[src/rtl/ysyx_24080006_pkg.sv]
// Shared types for the ysyx_24080006 memory subsystem.
//   mem_req_t   : request payload (address, write data, byte strobes, write enable)
//   mem_rsp_t   : response payload (read data, error flag)
//   arb_state_e : memory arbiter FSM states
//   GNT_IFU / GNT_LSU : grant encodings used by the arbiter
package ysyx_24080006_pkg;

    typedef struct packed {
        logic [31:0] addr;
        logic [31:0] wdata;
        logic [3:0]  wstrb;
        logic        we;
    } mem_req_t;

    typedef struct packed {
        logic [31:0] rdata;
        logic        err;
    } mem_rsp_t;

    typedef enum logic [2:0] {
        ST_IDLE  = 3'd0,
        ST_REQ   = 3'd1,
        ST_RSP   = 3'd2,
        ST_ERR   = 3'd3,
        ST_DRAIN = 3'd4
    } arb_state_e;

    localparam logic GNT_IFU = 1'b0;
    localparam logic GNT_LSU = 1'b1;

endpackage

[src/rtl/ysyx_24080006_mem_arbiter.sv]
// Two-master (IFU, LSU) to one-slave memory arbiter with a single outstanding
// transaction, round-robin tie breaking and a response watchdog.
//
// Handshake rule for every channel: a transfer happens on a rising clock edge
// where valid and ready are both 1; the source holds valid and payload stable
// until that edge.
//
// Ports:
//   clock, reset                      : clock, synchronous active-high reset
//   ifu_req_valid/ready, ifu_req      : IFU request channel
//   ifu_rsp_valid/ready, ifu_rsp      : IFU response channel
//   lsu_req_valid/ready, lsu_req      : LSU request channel
//   lsu_rsp_valid/ready, lsu_rsp      : LSU response channel
//   mem_req_valid/ready, mem_req      : slave request channel
//   mem_rsp_valid/ready, mem_rsp      : slave response channel
//   dbg_state, dbg_gnt, dbg_last      : FSM state, current grant, last tie winner
//
// TIMEOUT: RSP cycles without a slave response before an error is returned
// to the master; 0 disables the watchdog.
module ysyx_24080006_mem_arbiter
    import ysyx_24080006_pkg::*;
#(
    parameter int TIMEOUT = 1023
) (
    input  logic       clock,
    input  logic       reset,

    input  logic       ifu_req_valid,
    output logic       ifu_req_ready,
    input  mem_req_t   ifu_req,
    output logic       ifu_rsp_valid,
    input  logic       ifu_rsp_ready,
    output mem_rsp_t   ifu_rsp,

    input  logic       lsu_req_valid,
    output logic       lsu_req_ready,
    input  mem_req_t   lsu_req,
    output logic       lsu_rsp_valid,
    input  logic       lsu_rsp_ready,
    output mem_rsp_t   lsu_rsp,

    output logic       mem_req_valid,
    input  logic       mem_req_ready,
    output mem_req_t   mem_req,
    input  logic       mem_rsp_valid,
    output logic       mem_rsp_ready,
    input  mem_rsp_t   mem_rsp,

    output arb_state_e dbg_state,
    output logic       dbg_gnt,
    output logic       dbg_last
);

    localparam int CNT_W = (TIMEOUT <= 0) ? 1 : $clog2(TIMEOUT + 1);
    localparam logic [CNT_W-1:0] TIMEOUT_CNT = CNT_W'(TIMEOUT);
    localparam logic [CNT_W-1:0] CNT_ONE     = CNT_W'(1);

    arb_state_e       state;
    arb_state_e       state_nxt;
    logic             gnt;
    logic             last;
    logic [CNT_W-1:0] cnt;

    logic             any_req;
    logic             both_req;
    logic             pick;
    logic             gnt_rsp_ready;
    logic             timeout_hit;

    // Single requester wins outright; on a tie the master that did not win
    // the previous tie is chosen.
    function automatic logic rr_pick(input logic ifu_v, input logic lsu_v,
                                     input logic last_gnt);
        if (ifu_v && lsu_v) begin
            return ~last_gnt;
        end else if (lsu_v) begin
            return GNT_LSU;
        end else begin
            return GNT_IFU;
        end
    endfunction

    assign any_req       = ifu_req_valid || lsu_req_valid;
    assign both_req      = ifu_req_valid && lsu_req_valid;
    assign pick          = rr_pick(ifu_req_valid, lsu_req_valid, last);
    assign gnt_rsp_ready = (gnt == GNT_LSU) ? lsu_rsp_ready : ifu_rsp_ready;
    assign timeout_hit   = (TIMEOUT != 0) && (cnt == TIMEOUT_CNT);

    assign dbg_state = state;
    assign dbg_gnt   = gnt;
    assign dbg_last  = last;

    always_ff @(posedge clock) begin
        if (reset) begin
            state <= ST_IDLE;
            gnt   <= GNT_IFU;
            last  <= GNT_IFU;
            cnt   <= '0;
        end else begin
            state <= state_nxt;
            case (state)
                ST_IDLE: begin
                    if (any_req) begin
                        gnt <= pick;
                        // Only ties move the round-robin pointer.
                        if (both_req) begin
                            last <= pick;
                        end
                    end
                end
                ST_REQ: begin
                    if (mem_req_ready) begin
                        cnt <= '0;
                    end
                end
                ST_RSP: begin
                    // Stop counting once the limit is hit so the counter
                    // never wraps while leaving for ERR.
                    if (!mem_rsp_valid && !timeout_hit) begin
                        cnt <= cnt + CNT_ONE;
                    end
                end
                default: ;
            endcase
        end
    end

    always_comb begin
        state_nxt = state;
        case (state)
            ST_IDLE: begin
                if (any_req) begin
                    state_nxt = ST_REQ;
                end
            end
            ST_REQ: begin
                if (mem_req_ready) begin
                    state_nxt = ST_RSP;
                end
            end
            ST_RSP: begin
                if (mem_rsp_valid && gnt_rsp_ready) begin
                    state_nxt = ST_IDLE;
                end else if (timeout_hit) begin
                    state_nxt = ST_ERR;
                end
            end
            ST_ERR: begin
                if (gnt_rsp_ready) begin
                    state_nxt = ST_DRAIN;
                end
            end
            ST_DRAIN: begin
                // The slave's late response is swallowed here.
                if (mem_rsp_valid) begin
                    state_nxt = ST_IDLE;
                end
            end
            default: state_nxt = ST_IDLE;
        endcase
    end

    always_comb begin
        ifu_req_ready = 1'b0;
        ifu_rsp_valid = 1'b0;
        ifu_rsp       = '0;
        lsu_req_ready = 1'b0;
        lsu_rsp_valid = 1'b0;
        lsu_rsp       = '0;
        mem_req_valid = 1'b0;
        mem_req       = '0;
        mem_rsp_ready = 1'b0;
        case (state)
            ST_REQ: begin
                mem_req_valid = 1'b1;
                if (gnt == GNT_LSU) begin
                    mem_req       = lsu_req;
                    lsu_req_ready = mem_req_ready;
                end else begin
                    mem_req       = ifu_req;
                    ifu_req_ready = mem_req_ready;
                end
            end
            ST_RSP: begin
                mem_rsp_ready = gnt_rsp_ready;
                if (gnt == GNT_LSU) begin
                    lsu_rsp_valid = mem_rsp_valid;
                    lsu_rsp       = mem_rsp;
                end else begin
                    ifu_rsp_valid = mem_rsp_valid;
                    ifu_rsp       = mem_rsp;
                end
            end
            ST_ERR: begin
                if (gnt == GNT_LSU) begin
                    lsu_rsp_valid = 1'b1;
                    lsu_rsp.err   = 1'b1;
                end else begin
                    ifu_rsp_valid = 1'b1;
                    ifu_rsp.err   = 1'b1;
                end
            end
            ST_DRAIN: begin
                mem_rsp_ready = 1'b1;
            end
            default: ;
        endcase
    end

endmodule
[config.mk]
export PLATFORM = sky130hd
export DESIGN_NAME = ysyx_24080006_mem_arbiter
export DESIGN_NICKNAME = d
export VERILOG_FILES = /design/src/rtl/ysyx_24080006_pkg.sv /design/src/rtl/ysyx_24080006_mem_arbiter.sv
export SDC_FILE = /design/constraint.sdc
export NUM_CORES = 1
export LEC_CHECK = 0
export BUFFER_PORTS_ARGS = -buffer_cell sky130_fd_sc_hd__buf_2
export CAP_MARGIN = 15
export CORE_AREA = 4 4 124 126
export CTS_BUF_LIST = sky130_fd_sc_hd__clkbuf_16
export DETAILED_ROUTE_END_ITERATION = 10
export DIE_AREA = 0 0 128 130
export PLACE_DENSITY = 0.58
export SLEW_MARGIN = 10
export SYNTH_ARGS = -nofsm -noshare
export SYNTH_HDL_FRONTEND = slang
export SYNTH_SLANG_ARGS = --single-unit
export TNS_END_PERCENT = 30
[constraint.sdc]
create_clock -name clock -period 1.8 [get_ports clock]
set_input_delay 0.18 -clock clock [delete_from_list [all_inputs] [get_ports clock]]
set_output_delay 0.18 -clock clock [all_outputs]
set_load 0.01 [all_outputs]
### Yosys cells after proc, flatten, opt, wreduce, memory -nomap -nowiden

Cells that the tools add are included.

| storage, ports and cells | value |
|---|---|
| bits in registers | 15 |
| bits of input ports | 179 |
| output and inout bits | 146 |
| logic and storage cells | 62 |

| operators by class | value |
|---|---|
| equality and inequality tests | 11 |
| mux-type cells | 33 |
| reductions and logical operators | 12 |
| $add $sub $neg | 1 |
| bitwise operators | 1 |

Operator list:

| cell | number |
|---|---|
| 2-to-1 mux 69 bit | 2 |
| 2-to-1 mux 33 bit | 2 |
| 2-to-1 mux 32 bit | 2 |
| 2-to-1 mux 10 bit | 2 |
| case mux 10 bit (2 select lines) | 1 |
| 2-to-1 mux 3 bit | 6 |
| case mux 3 bit (5 select lines) | 1 |
| 2-to-1 mux 1 bit | 12 |
| adder 10 x 1 -> 10 bit (second input constant) | 1 |
| == test 10 bit (second input constant) | 1 |
| != test 2 bit (second input constant) | 5 |
| case mux 1 bit (2 select lines) | 5 |
| == test 3 x 2 -> 1 bit (second input constant) | 2 |
| AND reduction 3 bit | 2 |
| AND reduction 5 bit | 1 |
| == test 3 x 1 -> 1 bit (second input constant) | 1 |
| == test 3 bit (second input constant) | 1 |
| logical AND 1 bit | 3 |
| logical NOT 3 bit | 1 |
| != test 3 bit (second input constant) | 1 |
| logical NOT 1 bit | 2 |
| AND reduction 2 bit | 1 |
| nonzero test 2 bit | 1 |
| logical OR 1 bit | 1 |
| inverter 1 bit | 1 |

### Depth between registers and ports, before layout

| logic depth | value |
|---|---|
| depth in word-level cells | 5 |
| gate-level depth with buffers | 6 |
| mapped depth without buffers | 5 |

### Worst setup path after synthesis

OpenSTA, ideal clock, no wires.

| timing | value |
|---|---|
| path kind | register to output |
| start point | register gnt (netlist: dbg_gnt) |
| end point | output mem_req[63] (netlist name) |
| buffers on the path | 3 |
| setup slack | 0.067 ns |
| cell stages (with the launch flop) | 6 |
| data arrival time | 1.553 ns |
| cell sequence | dfxtp_1 -> clkbuf_1 -> clkbuf_1 -> buf_1 -> mux2i_1 -> nor2_1 |

RTL lines:

| item | RTL line | source |
|---|---|---|
| start: declaration | ysyx_24080006_mem_arbiter.sv:60 | `logic gnt;` |
| start signal: assignment | ysyx_24080006_mem_arbiter.sv:104 | `gnt <= pick;` |
| end: declaration | ysyx_24080006_mem_arbiter.sv:44 | `output mem_req_t mem_req,` |

==> impl_metrics.json <==
{
  "status": "completed",
  "die_area_um2": 16600,
  "crit_path_max_fanout": 23,
  "skew_ns": 0.00205,
  "grt_util_met2": 0.240,
  "grt_pass1_wl_mm": 18.8,
  "drc": 0,
  "syn_avg_cell_area_um2": 6.97,
  "async_reset_ff_frac": 0,
  "holdPathStages": 3,
  "fmax_mhz": 580,
  "required_ns": 1.62,
  "finalWirelength_mm": 13.0,
  "synth_area_leaders": "mux2i_1 (30%), and2_1 (17%), nor2_1 (13%)",
  "cts_buffers": 3,
  "final_net_count": 850,
  "track_usage": 0.141,
  "p_per_area_nw_per_um2": 451,
  "grt_max_degree": 50,
  "cts_buffer_depth": 2,
  "syn-instance-count": 343,
  "vias": 3547,
  "first_pass_iters": 6,
  "layout_setup_ws_ns": 0.0754,
  "drtIter0Drc": 176,
  "placed_area_um2": 4370,
  "crit_path_start_kind": "register",
  "maxCapViolations": 0,
  "power_mw": 2.03,
  "synth_commonest_cells": "nor2_1 (86), mux2i_1 (71), and2_1 (64)",
  "cts_hold_buf": 0,
  "synth_edf_count": 0,
  "whs_ns": 0.233,
  "syn-cell-area_um2": 2390,
  "final_cell_area_um2": 4500,
  "synth_flop_cell": "dfxtp_1",
  "initial_core_util": 0.167,
  "gp_congestion": 0.889,
  "worst_slew_pin_slew_ns": 0.469,
  "yosysSeqAreaShare": 0.126,
  "fill_cells": 1638,
  "first_global_vias": 3396,
  "syn_to_final_growth_pct": 87.9,
  "rsz0062_at_grt": "yes",
  "drtAntennaViolNets": 0,
  "ys_seq_elements": 15,
  "finalCriticalPeriod_ns": 1.72,
  "grt_util_met3": 0.0287,
  "synth.distinct_cells": 45,
  "slew_headroom": 0.684,
  "irDropWorstVdd_uv": 316,
  "p_leak_nw": 2.52,
  "drv_slew": 0,
  "ff2ff_path_depth": 5,
  "rows": 44,
  "drive_gt1_frac": 0.564,
  "crit_path_end_kind": "primary output",
  "path_class": "reg -> out",
  "min_path_type": "in -> reg",
  "pin_count": 325,
  "fp.dieW_um": 128,
  "io_buffers": 324,
  "dpl_worst_slack_ns": 0.0668,
  "crit_arrival_ns": 1.54,
  "synth_top_area_share": 0.297,
  "cts_tree": "yes",
  "grt_use_met1": 0.186,
  "period_share": 0.958,
  "die_y_um": 130,
  "cts.reportedPaths.clkPinSlew_ns": 0.05,
  "clkLatencyLatePin_ns": 0.25,
  "syn_nets": 523,
  "dp_hpwl_mm": 11.5,
  "post-route-util": 0.314,
  "grt_overflow_total": 0,
  "drt-wirelength-per-cell_um": 15.2,
  "final_hold_viol_count": 0,
  "grt.busiest_layer": "met2",
  "yosysWarnings": 0,
  "antenna_cells": 0,
  "synth_top_area_cell": "mux2i_1",
  "antenna_found_initial": 2,
  "root_buffer": "clkbuf_16",
  "yosys.cell_count.top_type": "nor2_1",
  "coreArea_um2": 14300,
  "via_per_inst": 4.16,
  "htree_levels": 1,
  "clock_sinks": 15,
  "setup_viol": 0
}
==> worst max-delay path, stage by stage, from the launching register on <==
cell     delay (ns)
dfxtp_4        0.43
buf_12         0.21
mux2i_1        0.29
buf_4          0.17
nor2_1         0.04
buf_2          0.14
==> metal layers <==
metal | up-vias | routed length, um
met5 | - | 33
met4 | 4 | 241
met3 | 20 | 943
met1 | 1554 | 5250
met2 | 151 | 6540
li1 | 1818 | -
==> power breakdown <==
part	switching [mW]	internal, mW
Clock	0.142	0.295
Sequential	0.0218	0.346
Combinational	0.646	0.579
Total	0.810	1.22
==> stage by stage <==
| stage | std cells | TNS (ns) |
|---|---|---|
| 6_report | 853 | 0 |
| 2_1_floorplan | 343 | 0 |
| 5_1_grt | 853 | -0.00580 |
| 4_1_cts | 852 | 0 |
| 3_5_place_dp | 848 | 0 |
| 3_3_place_gp | 848 | 0 |
==> state kept, by name, summed over array words and instances (netlist names) <==
signal,flops
cnt,10
dbg_state,3
dbg_gnt,1
dbg_last,1
==> final timing paths <==
kind	startpoint	end	slack (ns)
worst min register to register	cnt[9]	cnt[9]	0.48
worst min-delay path	lsu_req_valid	dbg_gnt	0.23
worst max register to register	dbg_state[2]	cnt[7]	0.12
worst max-delay path	dbg_gnt	mem_req[17]	0.08
==> cell usage in the layout, fill, tap and decap left out, types with 4 or more instances in the layout <==
cell     Yosys  routed
mux2i_1     71      71
buf_12       0       5
a21oi_1      8       7
buf_4        1      20
and2_1      64      64
buf_2        5     324
nand2_1     11       9
nor2_1      86      85
inv_1        5       6
nand3_1      5       4
nor3_1       8       7
dfxtp_1     15      11
==> final cells by class <==
cell class	count	area (um^2)	share of cell area
Clock buffer	3	75.1	0.0167
Tap cell	184	230	0.0512
Multi-Input combinational cell	295	1980	0.440
Sequential cell	15	308	0.0685
Timing Repair Buffer	350	1880	0.419
Inverter	5	18.8	0.00417
Clock inverter	1	3.75	0.000835
==> timing repair <==
action	in CTS	in global routing
setup buffers	0	1
pin swaps	0	0
endpoints found under the hold margin	0	0
resized for setup	2	11
endpoints found under the setup margin	33	92
==> kinds of logic (layout without fill, tap and decap cells) <==
kind of cell	count (synthesis)	count (layout)	share of synthesized area
buf+inv	33	359	0.0664
xor+xnor	3	3	0.0110
fa+ha+maj	1	1	0.00523
mux	72	72	0.302
simple gates	192	192	0.406
compound gates	27	27	0.0842
flops	15	15	0.126
No activity file was read; power rests on OpenSTA's default activity.
